### src/rtl/mem_arbiter_pkg.sv
// Shared definitions for the DRAM port arbiter.
// Holds the FSM state encoding, the requester grant IDs, the statistics
// counter width and the round-robin winner selection helper.
package mem_arbiter_pkg;

    localparam int unsigned STAT_W = 32;
    localparam int unsigned DATA_W = 32;

    // FSM state encoding
    localparam logic [0:0] ST_IDLE = 1'b0;
    localparam logic [0:0] ST_WAIT = 1'b1;

    // Requester IDs
    localparam logic [0:0] GRANT_I = 1'b0;
    localparam logic [0:0] GRANT_D = 1'b1;

    // Round-robin pick: a lone requester wins; on a tie the one not
    // granted last time wins.
    function automatic logic [0:0] rr_pick(input logic       pend_i,
                                           input logic       pend_d,
                                           input logic [0:0] last_grant);
        logic [0:0] win;
        win = GRANT_I;
        if (pend_i && pend_d) begin
            win = (last_grant == GRANT_I) ? GRANT_D : GRANT_I;
        end else if (pend_d) begin
            win = GRANT_D;
        end
        return win;
    endfunction

endpackage

### src/rtl/mem_arb_req_latch.sv
// Pending-request latch for one arbiter requester.
// Ports:
//   clk, rst        clock, synchronous active-high reset
//   set             request pulse; captures addr/we/wdata
//   clr             completion delivered for this requester
//   addr/we/wdata   request payload sampled with set
//   pend            request outstanding or pending
//   q_addr/q_we/q_wdata  captured payload
// A set on the clearing edge re-arms the latch with the new payload;
// a set while already pending (and not clearing) is dropped.
module mem_arb_req_latch #(
    parameter int unsigned MEM_SCALE = 27,
    parameter int unsigned DW        = 32
) (
    input  logic                 clk,
    input  logic                 rst,
    input  logic                 set,
    input  logic                 clr,
    input  logic [MEM_SCALE-1:0] addr,
    input  logic                 we,
    input  logic [DW-1:0]        wdata,
    output logic                 pend,
    output logic [MEM_SCALE-1:0] q_addr,
    output logic                 q_we,
    output logic [DW-1:0]        q_wdata
);

    logic capture_c;

    // Accept a pulse when free or when this very edge frees the latch.
    assign capture_c = set & (~pend | clr);

    always_ff @(posedge clk) begin
        if (rst) begin
            pend    <= 1'b0;
            q_addr  <= '0;
            q_we    <= 1'b0;
            q_wdata <= '0;
        end else if (capture_c) begin
            pend    <= 1'b1;
            q_addr  <= addr;
            q_we    <= we;
            q_wdata <= wdata;
        end else if (clr) begin
            pend    <= 1'b0;
        end
    end

endmodule

### src/rtl/mem_arbiter.sv
// Round-robin arbiter sharing the DRAM port between the icache miss path
// and the dcache miss/writeback path.
// Ports:
//   clk, rst                      clock, synchronous active-high reset
//   i_oe, i_addr                  icache read request pulse + address
//   i_rdata, i_valid              icache read data and completion pulse
//   d_oe, d_we, d_addr, d_wdata   dcache request pulse + payload
//   d_rdata, d_valid              dcache read data and completion pulse
//   m_oe, m_we, m_addr, m_wdata   DRAM command (m_oe is a one-cycle pulse)
//   m_rdata, m_valid              DRAM read data and completion pulse
//   busy                          transaction outstanding or pending
//   arb_cnt_i, arb_cnt_d          grants issued per requester
//   arb_cnt_stall                 cycles with an unserved pending request
module mem_arbiter
    import mem_arbiter_pkg::*;
#(
    parameter int unsigned MEM_SCALE = 27
) (
    input  logic                 clk,
    input  logic                 rst,
    input  logic                 i_oe,
    input  logic [MEM_SCALE-1:0] i_addr,
    output logic [DATA_W-1:0]    i_rdata,
    output logic                 i_valid,
    input  logic                 d_oe,
    input  logic                 d_we,
    input  logic [MEM_SCALE-1:0] d_addr,
    input  logic [DATA_W-1:0]    d_wdata,
    output logic [DATA_W-1:0]    d_rdata,
    output logic                 d_valid,
    output logic                 m_oe,
    output logic                 m_we,
    output logic [MEM_SCALE-1:0] m_addr,
    output logic [DATA_W-1:0]    m_wdata,
    input  logic [DATA_W-1:0]    m_rdata,
    input  logic                 m_valid,
    output logic                 busy,
    output logic [STAT_W-1:0]    arb_cnt_i,
    output logic [STAT_W-1:0]    arb_cnt_d,
    output logic [STAT_W-1:0]    arb_cnt_stall
);

    logic [0:0] state_q, state_d;
    logic [0:0] grant_q, grant_d;
    logic [0:0] last_grant_q, last_grant_d;

    logic                 pend_i, pend_d;
    logic [MEM_SCALE-1:0] i_q_addr, d_q_addr;
    logic                 i_q_we, d_q_we;
    logic [DATA_W-1:0]    i_q_wdata, d_q_wdata;

    logic                 issue_c;
    logic                 done_c;
    logic [0:0]           win_c;
    logic [MEM_SCALE-1:0] sel_addr_c;
    logic                 sel_we_c;
    logic [DATA_W-1:0]    sel_wdata_c;
    logic                 in_wait_c;
    logic                 serve_i_c, serve_d_c;
    logic                 stall_c;
    logic                 clr_i_c, clr_d_c;

    // Pending latches; the icache path never writes.
    mem_arb_req_latch #(.MEM_SCALE(MEM_SCALE), .DW(DATA_W)) u_latch_i (
        .clk     (clk),
        .rst     (rst),
        .set     (i_oe),
        .clr     (clr_i_c),
        .addr    (i_addr),
        .we      (1'b0),
        .wdata   ('0),
        .pend    (pend_i),
        .q_addr  (i_q_addr),
        .q_we    (i_q_we),
        .q_wdata (i_q_wdata)
    );

    mem_arb_req_latch #(.MEM_SCALE(MEM_SCALE), .DW(DATA_W)) u_latch_d (
        .clk     (clk),
        .rst     (rst),
        .set     (d_oe),
        .clr     (clr_d_c),
        .addr    (d_addr),
        .we      (d_we),
        .wdata   (d_wdata),
        .pend    (pend_d),
        .q_addr  (d_q_addr),
        .q_we    (d_q_we),
        .q_wdata (d_q_wdata)
    );

    // Winner payload mux
    always_comb begin
        win_c       = rr_pick(pend_i, pend_d, last_grant_q);
        sel_addr_c  = (win_c == GRANT_I) ? i_q_addr  : d_q_addr;
        sel_we_c    = (win_c == GRANT_I) ? i_q_we    : d_q_we;
        sel_wdata_c = (win_c == GRANT_I) ? i_q_wdata : d_q_wdata;
    end

    // Next-state logic
    always_comb begin
        state_d      = state_q;
        grant_d      = grant_q;
        last_grant_d = last_grant_q;
        issue_c      = 1'b0;
        done_c       = 1'b0;
        case (state_q)
            ST_IDLE: begin
                if (pend_i || pend_d) begin
                    issue_c = 1'b1;
                    grant_d = win_c;
                    state_d = ST_WAIT;
                end
            end
            ST_WAIT: begin
                if (m_valid) begin
                    done_c       = 1'b1;
                    last_grant_d = grant_q;
                    state_d      = ST_IDLE;
                end
            end
            default: begin
                state_d = ST_IDLE;
            end
        endcase
    end

    // Completion routing and stall detection
    assign in_wait_c = (state_q == ST_WAIT);
    assign serve_i_c = in_wait_c & (grant_q == GRANT_I);
    assign serve_d_c = in_wait_c & (grant_q == GRANT_D);
    assign clr_i_c   = done_c & (grant_q == GRANT_I);
    assign clr_d_c   = done_c & (grant_q == GRANT_D);
    assign stall_c   = (pend_i & ~serve_i_c) | (pend_d & ~serve_d_c);

    assign i_valid = m_valid & serve_i_c;
    assign d_valid = m_valid & serve_d_c;
    assign i_rdata = m_rdata;
    assign d_rdata = m_rdata;
    assign busy    = in_wait_c | pend_i | pend_d;

    // State, DRAM command and statistics registers
    always_ff @(posedge clk) begin
        if (rst) begin
            state_q       <= ST_IDLE;
            grant_q       <= GRANT_I;
            last_grant_q  <= GRANT_D;
            m_oe          <= 1'b0;
            m_we          <= 1'b0;
            m_addr        <= '0;
            m_wdata       <= '0;
            arb_cnt_i     <= '0;
            arb_cnt_d     <= '0;
            arb_cnt_stall <= '0;
        end else begin
            state_q      <= state_d;
            grant_q      <= grant_d;
            last_grant_q <= last_grant_d;
            m_oe         <= issue_c;
            if (issue_c) begin
                m_addr  <= sel_addr_c;
                m_we    <= sel_we_c;
                m_wdata <= sel_wdata_c;
                if (win_c == GRANT_I) begin
                    arb_cnt_i <= arb_cnt_i + STAT_W'(1);
                end else begin
                    arb_cnt_d <= arb_cnt_d + STAT_W'(1);
                end
            end
            if (stall_c) begin
                arb_cnt_stall <= arb_cnt_stall + STAT_W'(1);
            end
        end
    end

endmodule

### config.mk
export PLATFORM = sky130hd
export DESIGN_NAME = mem_arbiter
export DESIGN_NICKNAME = d
export VERILOG_FILES = /design/src/rtl/mem_arbiter_pkg.sv /design/src/rtl/mem_arb_req_latch.sv /design/src/rtl/mem_arbiter.sv
export SDC_FILE = /design/constraint.sdc
export NUM_CORES = 1
export LEC_CHECK = 0
export ABC_CLOCK_PERIOD_IN_PS = 2300
export CORE_UTILIZATION = 41
export CTS_CLUSTER_SIZE = 30
export DETAILED_ROUTE_END_ITERATION = 7
export GPL_TIMING_DRIVEN = 0
export MAX_ROUTING_LAYER = met4
export PLACE_DENSITY_LB_ADDON = 0.08
export SETUP_SLACK_MARGIN = 0.3
export SYNTH_ARGS = -nofsm -noshare
export SYNTH_HDL_FRONTEND = slang
export SYNTH_SLANG_ARGS = --single-unit
### constraint.sdc
create_clock -name clk -period 2.3 [get_ports clk]
set_input_delay 0.46 -clock clk [delete_from_list [all_inputs] [get_ports clk]]
set_output_delay 0.46 -clock clk [all_outputs]
set_load 0.05 [all_outputs]
# Yosys cells after proc, flatten, opt, wreduce, memory -nomap -nowiden
# Index checks and enable logic that the tools add are counted.
[word_totals]
input_bits = 124
ff_bits = 249
out_inout_bits = 224
[classes]
mux = 16
n_reduce_logical = 8
n_bitwise = 22
add_sub_neg = 3
[op_table]
columns = ["op", "n"]
rows = [
  ["$add A32 B1 Y32 const B", 3],
  ["$mux W32", 1],
  ["$mux W27", 1],
  ["$mux W1", 13],
  ["$and A1 B1 Y1", 10],
  ["$reduce_and A2 Y1", 4],
  ["$not A1 Y1", 7],
  ["$or A1 B1 Y1", 5],
  ["$reduce_bool A2 Y1", 2],
  ["$pmux W1 S2", 1],
  ["$logic_and A1 B1 Y1", 1],
  ["$logic_or A1 B1 Y1", 1],
]

# Logic depth before layout (Yosys ltp)
[logic_depth]
word_depth = 6
mapped_depth = 7
depth_no_buf = 6

# Cells and area by module
# From an unflattened synthesis, not the netlist that was laid out.
[hier_totals]
hier_cells = 1336
hier_area_um2 = 12707.2
[by_module_without_submodules]
columns = ["mod", "area_per_inst_um2", "n_inst", "cells_per_inst"]
rows = [
  ["mem_arbiter", 7139.3, 1, 806],
  ["mem_arb_req_latch", 2783.9, 2, 265],
]

# Worst setup path before layout
# OpenSTA, ideal clock, no wires.
[synth_timing]
kind = "register to register"
startpoint = "register arb_cnt_stall[6]"
endpoint = "register arb_cnt_stall[28]"
t_arrival_ns = 2.536
stages_incl_launch_ff = 7
setup_time_ns = 0.070
required_time_ns = 2.230
slack_ns = -0.306
path_buffers = 1
synth_period_minus_slack_ns = 2.606
path_cell_list = "dfxtp_1 nand4_2 or4_4 or3_1 buf_2 or4_1 a21oi_1"
[synth_via]
elab_chain_cells = 1
[synth_lines]
columns = ["item", "line", "rtl"]
rows = [
  ["start: declaration", "mem_arbiter.sv:40", "output logic [STAT_W-1:0] arb_cnt_stall"],
  ["start signal: assignment", "mem_arbiter.sv:171", "arb_cnt_stall <= arb_cnt_stall + STAT_W'(1);"],
  ["$add A32 B1 Y32", "mem_arbiter.sv:171", ""],
]
# Every way passes these cells.
# A chain may end at the register's enable or synchronous reset.

# Worst setup path in the final report
[layout_timing]
startpoint = "register arb_cnt_stall[2]"
endpoint = "register arb_cnt_stall[28]"
# The elaborated chain is that of the path after synthesis.

==> metrics.csv <==
metric,value,unit
crit end category,register,
Die X-Extent,158.9,µm
syn_nets,1318,
MaxCap Viol Count,0,
Final Hold Viols,0,
vias per cell,5.084,
Num CTS Buffers,27,
# IOs,348,
CP Launch Type,register,
worst slack at placement,-432.9,ps
hold_buf cts,0,
final setup violating endpoints,0,
port bufs,314,
Post-Syn Area,10090,µm²
critical path arrival,2600,ps
insertion delay to the later sink of the worst-skew pair,520,ps
Synth warnings,0,
Die Y,158.9,µm
Layout Cells excl Fill,1905,
final setup margin,149.3,ps
post-route clock period utilization,0.9351,
"FFs w/ async S/R, synth",0,
register-to-register setup slack,150,ps
first-pass GRT wire length,47.31,mm
ys flop type,dfxtp_1,
Worst Path Max Fanout,8,
Reg-to-Reg End,arb_cnt_stall[28]$_SDFFE_PP0P_,
leak pwr,6.178,nW
max-slew violation count,0,
Synth top area share,0.4942,
"Clk pin slew, worst setup/hold paths",60,ps
cell count after synthesis,1191,
CP required,2750,ps
"antenna viol nets, final",0,
placed cells,1829,
area delta synth->final,47.87,%
"IR drop worst, VDD",0.4428,mV
CTS max path bufs,3,
CP Launch Point,arb_cnt_stall[2]$_SDFFE_PP0P_,
routability cong.,0.8360,
GRT Total Usage,0.2350,
routed length per placed instance,15.55,µm
synthesis-stage register bit count,249,
Pre-Repair DR Iteration Count,7,
cell row count,57,
HP Class,input pin to register,
Core ar.,24250,µm²
clock sinks,249,
vias in the first global route,9098,
hold path start,rst,
pwr dens,688.3,nW/µm²
measured slew at the worst slew-check pin,668.0,ps
vias after detailed routing,9685,
syn_area_per_cell,8.469,µm²
Post-Route WL,29.63,mm
worst reg2reg path depth,6,
status,finished clean,
initial core utilization,0.4160,
die area,25230,µm²
"commonest cells after routing, fill and taps aside","nand2_1 (203), dfxtp_1 (201), clkdlybuf4s50_1 (154)",
Final Critical Period,2151,ps
fillers,2214,
"area leader, netlist",dfxtp_1,
drt drc,0,
largest net degree at the start of global routing,14,
"EDFF count, synth",0,
Slew HR,0.5546,
"Seq/Total Area, Yosys",0.4942,
unrepaired setup endpoints after global routing,yes,
CTS tree,yes,
Detailed Place HPWL,21.08,mm
Clock Skew,9.098,ps
Detailed Route Iter0 Violations,574,
fin nets,1685,
Root Driver,clkbuf_16,
kind of critical path,register to register,
RR Startpoint,arb_cnt_stall[2]$_SDFFE_PP0P_,
"Power, Total",0.01027,W
Clock H-tree levels,1,
layout cells sized above 1,0.1540,
"top cells by area, synth","dfxtp_1 (49%), nand2_1 (7.6%), a21oi_1 (5.6%)",
post-synth cell types,42,
"most common cell after layout, fill and taps aside",nand2_1,
initial antenna violation count,2,
hold path endpoint,arb_cnt_stall[16]$_SDFFE_PP0P_,
Achievable Freq,465.0,MHz
hold path depth,3,
total gr overflow,0,
[through the flow]
step / hold WS (ps) / instance area (µm²) / TNS (ps) / util
after global placement: 442.0 / 13770 / -14000 / 0.5680
after floorplan: 435.7 / 10220 / 0 / -
after detailed placement: 447.4 / 13770 / -16550 / 0.5680
after CTS: 350.5 / 14710 / 0 / 0.6066
after global routing: 397.4 / 14910 / 0 / 0.6150
final: 365.8 / 14920 / 0 / 0.6151
[synth_stat cells (5+ instances only)]
cell        n
buf_4      64
o21ai_0    18
inv_1      12
nand3_1    38
nor3_1     11
a222oi_1   27
xnor2_1    41
nand2_1   203
nor2b_1     5
nor2_1    148
and3_1     11
or4_1       5
or3_1      22
clkbuf_1   69
dfxtp_1   249
nand4_1    26
nor4_1     15
and4_1     11
a22oi_1    33
xor2_1     30
a21oi_1   112
[where the power goes]
group / switching (W) / internal (W)
clock: 0.00173 / 0.00266
combinational: 0.000845 / 0.000517
sequential: 0.0000905 / 0.00442
total: 0.00267 / 0.00760
[kinds of logic after synthesis]
group,after synthesis,share of synthesized area
simple gates,520,0.2368
buf+inv,148,0.07914
fa+ha+maj,3,0.003722
mux,4,0.004093
xor+xnor,71,0.06165
flops,249,0.4942
compound gates,196,0.1204
[flip-flops by register name, indices dropped and copies added, names as in the netlist, 27 cells and up]
register and cells:
arb_cnt_d 32, arb_cnt_i 32, arb_cnt_stall 32, m_addr 27
m_wdata 32, u_latch_d.q_addr 27, u_latch_d.q_wdata 32, u_latch_i.q_addr 27
[worst max path at each step]
stage	end	slack (ps)
6_report	arb_cnt_stall[28]$_SDFFE_PP0P_	150
5_1_grt	arb_cnt_stall[28]$_SDFFE_PP0P_	50
3_5_place_dp	u_latch_i.q_addr[21]$_SDFFE_PP0P_	-430
2_1_floorplan	arb_cnt_stall[28]$_SDFFE_PP0P_	70
4_1_cts	arb_cnt_stall[28]$_SDFFE_PP0P_	150
3_3_place_gp	u_latch_i.q_addr[19]$_SDFFE_PP0P_	-440
[layout make-up]
class / count / area [µm²] / area share
inverters: 12 / 45.04 / 0.003020
multi-input cells: 794 / 4494 / 0.3013
flip-flops and latches: 249 / 5117 / 0.3431
repair buffers: 338 / 3129 / 0.2098
plain buffers: 136 / 800.8 / 0.05369
diodes: 3 / 7.507 / 0.0005033
clock inverters: 6 / 57.56 / 0.003859
well taps: 324 / 405.4 / 0.02718
clock buffers: 43 / 858.3 / 0.05755
[repair_timing]
action	in CTS	in global routing
setup endpoints to repair	300	148
gates resized for setup	214	68
gates cloned	1	0
buffers inserted	13	10
pin swaps	17	10
[critical path: stages, from the launching register on]
cell	delay (ps)
dfxtp_4	340
nand4_1	100
or4_4	560
or3_4	340
buf_6	140
or4_4	470
a21oi_2	120
[routing by layer]
layer / share of wire / global-route usage
met5: 0 / -
met4: 0.023 / 0.07430
met3: 0.068 / 0.04258
met2: 0.46 / 0.3694
met1: 0.45 / 0.3060
Note: power is estimated with default switching activity, not from simulation.
==> RTL edit 1, RTL diff (config.mk and constraints unchanged) <==
Make the reset (`rst`) asynchronous in 2 clocked blocks. Comments in the files are not updated.
--- a/src/rtl/mem_arb_req_latch.sv
+++ b/src/rtl/mem_arb_req_latch.sv
@@ -31,5 +31,5 @@
     assign capture_c = set & (~pend | clr);
 
-    always_ff @(posedge clk) begin
+    always_ff @(posedge clk or posedge rst) begin
         if (rst) begin
             pend    <= 1'b0;
--- a/src/rtl/mem_arbiter.sv
+++ b/src/rtl/mem_arbiter.sv
@@ -141,5 +141,5 @@
 
     // State, DRAM command and statistics registers
-    always_ff @(posedge clk) begin
+    always_ff @(posedge clk or posedge rst) begin
         if (rst) begin
             state_q       <= ST_IDLE;
Function: differs if rst is asserted again (counterexample within 4 cycles, from zero or initial values and one cycle with rst high); with rst held inactive, the same outputs for 4 cycles.
==> RTL edit 1 against the unedited design <==
- critical path depth down 3
- sequential share of layout area up 7.0 points
- routed wire length decreased by 14%
- critical path type is now register to output port
- sequential cell count stayed put
- highest routed layer unchanged
- utilization shrank 1.4 points
- synthesized area is 3.7% higher
- count of clock-buffer cells in the layout decreased by 1
- design area rose by 1.2%
- setup slack better by 0.077 ns
Power is not compared: it rests on default switching activity, and its combinational part moved more than twofold at a synthesized area within 25%.
==> RTL edit 1: results (changes against the unedited design) <==
Final layout
  • Fillcell total: 2127 (-3.9%)
  • Share of cells above drive strength 1: 24.0% (+8.6 points)
  • FF+latch area: 6230 um2 (+22%)

Timing
  • Worst clock skew: 0.00801 ns (-0.00109 ns)
  • Relative slew slack: 54.7% (-0.79 points)

Place
  • Placed cell areas: 14100 um2 (+2.7%)
  • Routability cong.: 0.773 (-7.5%)
  • Dpl ws: -0.498 ns (-0.0652 ns)
  • Port bufs: 315 (+0.32%)
  • Post-DP HPWL: 18.3 mm (-13%)
  • Inst Count DP: 1472 (-20%)

Global routing
  • Met2 Track Usage GR: 30.5% (-6.4 points)
  • Vias in the first global route: 7454 (-18%)
  • GR Util met1: 25.6% (-5.0 points)
  • Global-route wire length before repair: 40.3 mm (-15%)
  • All-Layer GR Usage: 19.8% (-3.7 points)

Synth
  • Ys flop type: dfrtp_1
  • Seq/Total Area, Yosys: 59.6% (+10 points)
  • Share of synthesized registers carrying an async set or reset: 100% (+100 points)
  • Mean Syn Cell Area: 12.7 um2 (+50%)
  • Post-Syn Nets: 948 (-28%)
  • Ranking of synthesized cells by area: dfrtp_1 (59%), mux2_2 (9.7%), xnor2_1 (5.4%)
  • Commonest cells in the netlist: dfrtp_1 (248), mux2_2 (90), buf_4 (64), xnor2_1 (64), nand3_1 (44)
  • Unique cell type count in the Yosys netlist: 37 (-12%)

Detailed routing
  • Detailed Routing Iterations Pass 1: 6 (-1)
  • Met3 wire length: 2.26 mm (+12%)
  • Number of vias per cell: 4.87 (-4.1%)
  • Routed WL per cell: 16.5 um (+6.3%)
  • Routed Wire Length: 25.3 mm (-14%)
  • Initial DRC count: 371 (-35%)
  • Post-Route M1 WL: 10.8 mm (-18%)

Worst setup path
  • CP max stage cell: dfrtp_1
  • Top delay family on crit path: flip-flops
  • CP peak stage delay: 0.42 ns (-0.14 ns)
  • Critical R2R Launch: in_wait_c
  • Worst R2R Setup Slack: 0.29 ns (+0.14 ns)
  • Arrival @ worst endpoint: 1.61 ns (-0.99 ns)

Clocking
  • CTS buffer count: 28 (+3.7%)
  • Post-CTS Resized: 225 (+5.1%)
  • Number of setup buffers added after CTS: 2 (-11)

Power
  • Peak supply drop: 0.804 mV

Run status
  • Status: finished clean

Hold path
  • Hold Path Class: input pin to asynchronous set/reset pin
RTL edit 1: cell type report:
cell class,instances,share of cell area [%]
clock buffers,42,5.66
well taps,330,2.73
plain buffers,96,4.43
diodes,1,0.0166
repair buffers,330,20.6
clock inverters,9,0.795
inverters,34,0.870
flip-flops and latches,249,41.3
multi-input cells,442,23.6
RTL edit 1: kinds of logic after synthesis:
| group | synth area share [%] |
|---|---|
| compound gates | 5.97 |
| mux | 9.79 |
| flops | 59.6 |
| fa+ha+maj | 0.359 |
| buf+inv | 7.08 |
| simple gates | 9.42 |
| xor+xnor | 7.79 |
RTL edit 1: worst max-delay path by stage:
stage	slack, ns	end	from	depth (start not counted)
3_5_place_dp	-0.50	u_latch_i.q_addr[16]	m_valid	7
3_3_place_gp	-3.45	m_wdata[18]	rst	2
2_1_floorplan	-1.43	arb_cnt_d[0]	rst	1
5_1_grt	0.17	busy	u_latch_i.pend	3
4_1_cts	0.03	busy	u_latch_i.pend	3
6_report	0.23	busy	u_latch_i.pend	3
==> RTL edit 2, RTL diff (config.mk and constraints unchanged) <==
Made on the original files. `STAT_W`: 32 -> 16.
--- a/src/rtl/mem_arbiter_pkg.sv
+++ b/src/rtl/mem_arbiter_pkg.sv
@@ -4,5 +4,5 @@
 package mem_arbiter_pkg;
 
-    localparam int unsigned STAT_W = 32;
+    localparam int unsigned STAT_W = 16;
     localparam int unsigned DATA_W = 32;
 
Interface: changed (resized arb_cnt_d, arb_cnt_i and arb_cnt_stall); port bits go from 348 to 300. No check against the original RTL was run, so the function may have changed too.
==> RTL edit 2 against the unedited design <==
- critical path type is now register to output port
- largest cell class unchanged
- maximum frequency grew 3.0%
- design area shrank 22%
- power shrank 19%
- clock power shrank 26%
- routed wire length shrank 25%
- setup slack gained 0.063 ns
- synthesized cell count shrank 29%
- sequential share of layout area grew 0.14 points
- sequential cell count shrank 48
- count of clock-buffer cells in the layout shrank 11
- synthesized area shrank 20%
==> RTL edit 2: results (changes against the unedited design) <==
Run status
  • Status: finished clean

Synth
  • Post-Syn Nets: 978 (-26%)
  • Seq/Total Area, Yosys: 49.6% (+0.19 points)
  • Commonest cells in the netlist: dfxtp_1 (201), nor2_1 (172), mux2i_1 (88), buf_4 (65), clkbuf_1 (45)
  • Ranking of synthesized cells by area: dfxtp_1 (50%), mux2i_1 (11%), nor2_1 (8.0%)
  • Mean Syn Cell Area: 9.53 um2 (+13%)
  • Unique cell type count in the Yosys netlist: 39 (-7.1%)

Final layout
  • # diodes: 0 (-3)
  • Non-Filler Instances: 1420 (-25%)
  • Total Nets Final: 1268 (-25%)
  • Share of cells above drive strength 1: 12.7% (-2.7 points)

Clocking
  • Number of setup buffers added after CTS: 0 (-13)

Global routing
  • All-Layer GR Usage: 21.9% (-1.6 points)
  • Vias in the first global route: 6460 (-29%)
  • Antenna violations before repair: 0 (-2)

Place
  • Port bufs: 266 (-15%)
  • Routability cong.: 0.805 (-3.7%)
  • Inst Count DP: 1382 (-24%)
  • Placed cell areas: 11100 um2 (-19%)
  • Post-DP HPWL: 16.0 mm (-24%)

Worst setup path
  • CP max stage cell: or3_2

Detailed routing
  • Routed Wire Length: 22.1 mm (-25%)
  • Initial DRC count: 353 (-39%)

Timing
  • Slew @ Worst Pin: 0.630 ns (-0.0380 ns)
  • Worst clock skew: 0.0267 ns (+0.0176 ns)

Power
  • Peak supply drop: 0.570 mV (+29%)
  • Lkg Pwr: 5.04 nW (-18%)

Hold path
  • Hold Path Class: register to register
-- RTL edit 2: cell types whose count changed after synthesis, sizes merged, moves of 13 or more --
| cell | unedited run | this run |
|---|---|---|
| nand2 | 203 | 19 |
| nor2 | 148 | 172 |
| buf | 67 | 80 |
| nand3 | 38 | 16 |
| mux2i | 3 | 88 |
| xnor2 | 41 | 10 |
| or4 | 6 | 19 |
| dfxtp | 249 | 201 |
| clkbuf | 69 | 45 |
| xor2 | 30 | 3 |
| a21oi | 112 | 32 |
| nand4 | 27 | 9 |
-- RTL edit 2: kinds of logic after synthesis --
logic type	after synthesis	synth area share [%]
AOI/OAI and AO/OA	127	11.2
buffers and inverters	133	9.61
xor gates and xnor gates	13	1.40
adders and majority gates	3	0.463
DFF	201	49.6
muxes	91	11.3
and+or+nand+nor	283	16.4
-- RTL edit 2: layer usage --
metal	GRT usage [%]	vias up
li1	-	3537
met1	28.6	3243
met2	35.0	193
met3	4.53	21
met4	4.47	0
met5	-	-
-- RTL edit 2: worst min-delay path, cell delays in order, from the launching register on --
cell	delay [ns]
dfxtp_1	0.32
a22oi_1	0.06
nor2_1	0.08
-- RTL edit 2: what timing repair did --
action,4_1_cts,5_1_grt
gates resized for setup,131,30
pin swaps,0,2
setup endpoints to repair,182,55
-- RTL edit 2: final cells by class --
class / count / area, um2 / share of cell area (%)
flip-flops and latches: 201 / 4030 / 34.5
multi-input cells: 517 / 3340 / 28.5
repair buffers: 266 / 2520 / 21.5
plain buffers: 125 / 774 / 6.62
clock buffers: 32 / 638 / 5.46
well taps: 265 / 332 / 2.83
clock inverters: 6 / 41.3 / 0.353
inverters: 8 / 30.0 / 0.257
-- RTL edit 2: where the power goes --
part           leakage, nW  switching, mW  internal (mW)
registers             1.64         0.0854           3.63
clock network        0.339           1.34           1.92
logic                 3.06          0.814          0.553
total                 5.04           2.24           6.10
-- RTL edit 2: worst paths after layout --
kind	end	start	slack, ns	cells after the start
worst max register to register	arb_cnt_i[15]	in_wait_c	0.35	7
worst max-delay path	busy	u_latch_i.pend	0.21	3
worst min-delay path	m_wdata[10]	m_wdata[10]	0.49	2
worst min register to register	m_wdata[10]	m_wdata[10]	0.49	2
-- RTL edit 2: per-stage QoR --
step / util, % / worst slack [ns] / power, mW
final: 60.3 / 0.212 / 8.35
after global routing: 60.3 / 0.159 / 8.71
after CTS: 60.1 / 0.0617 / 8.44
after detailed placement: 57.3 / -0.237 / 5.18
after global placement: 57.3 / -0.221 / 5.17
after floorplan: - / 0.302 / 4.66
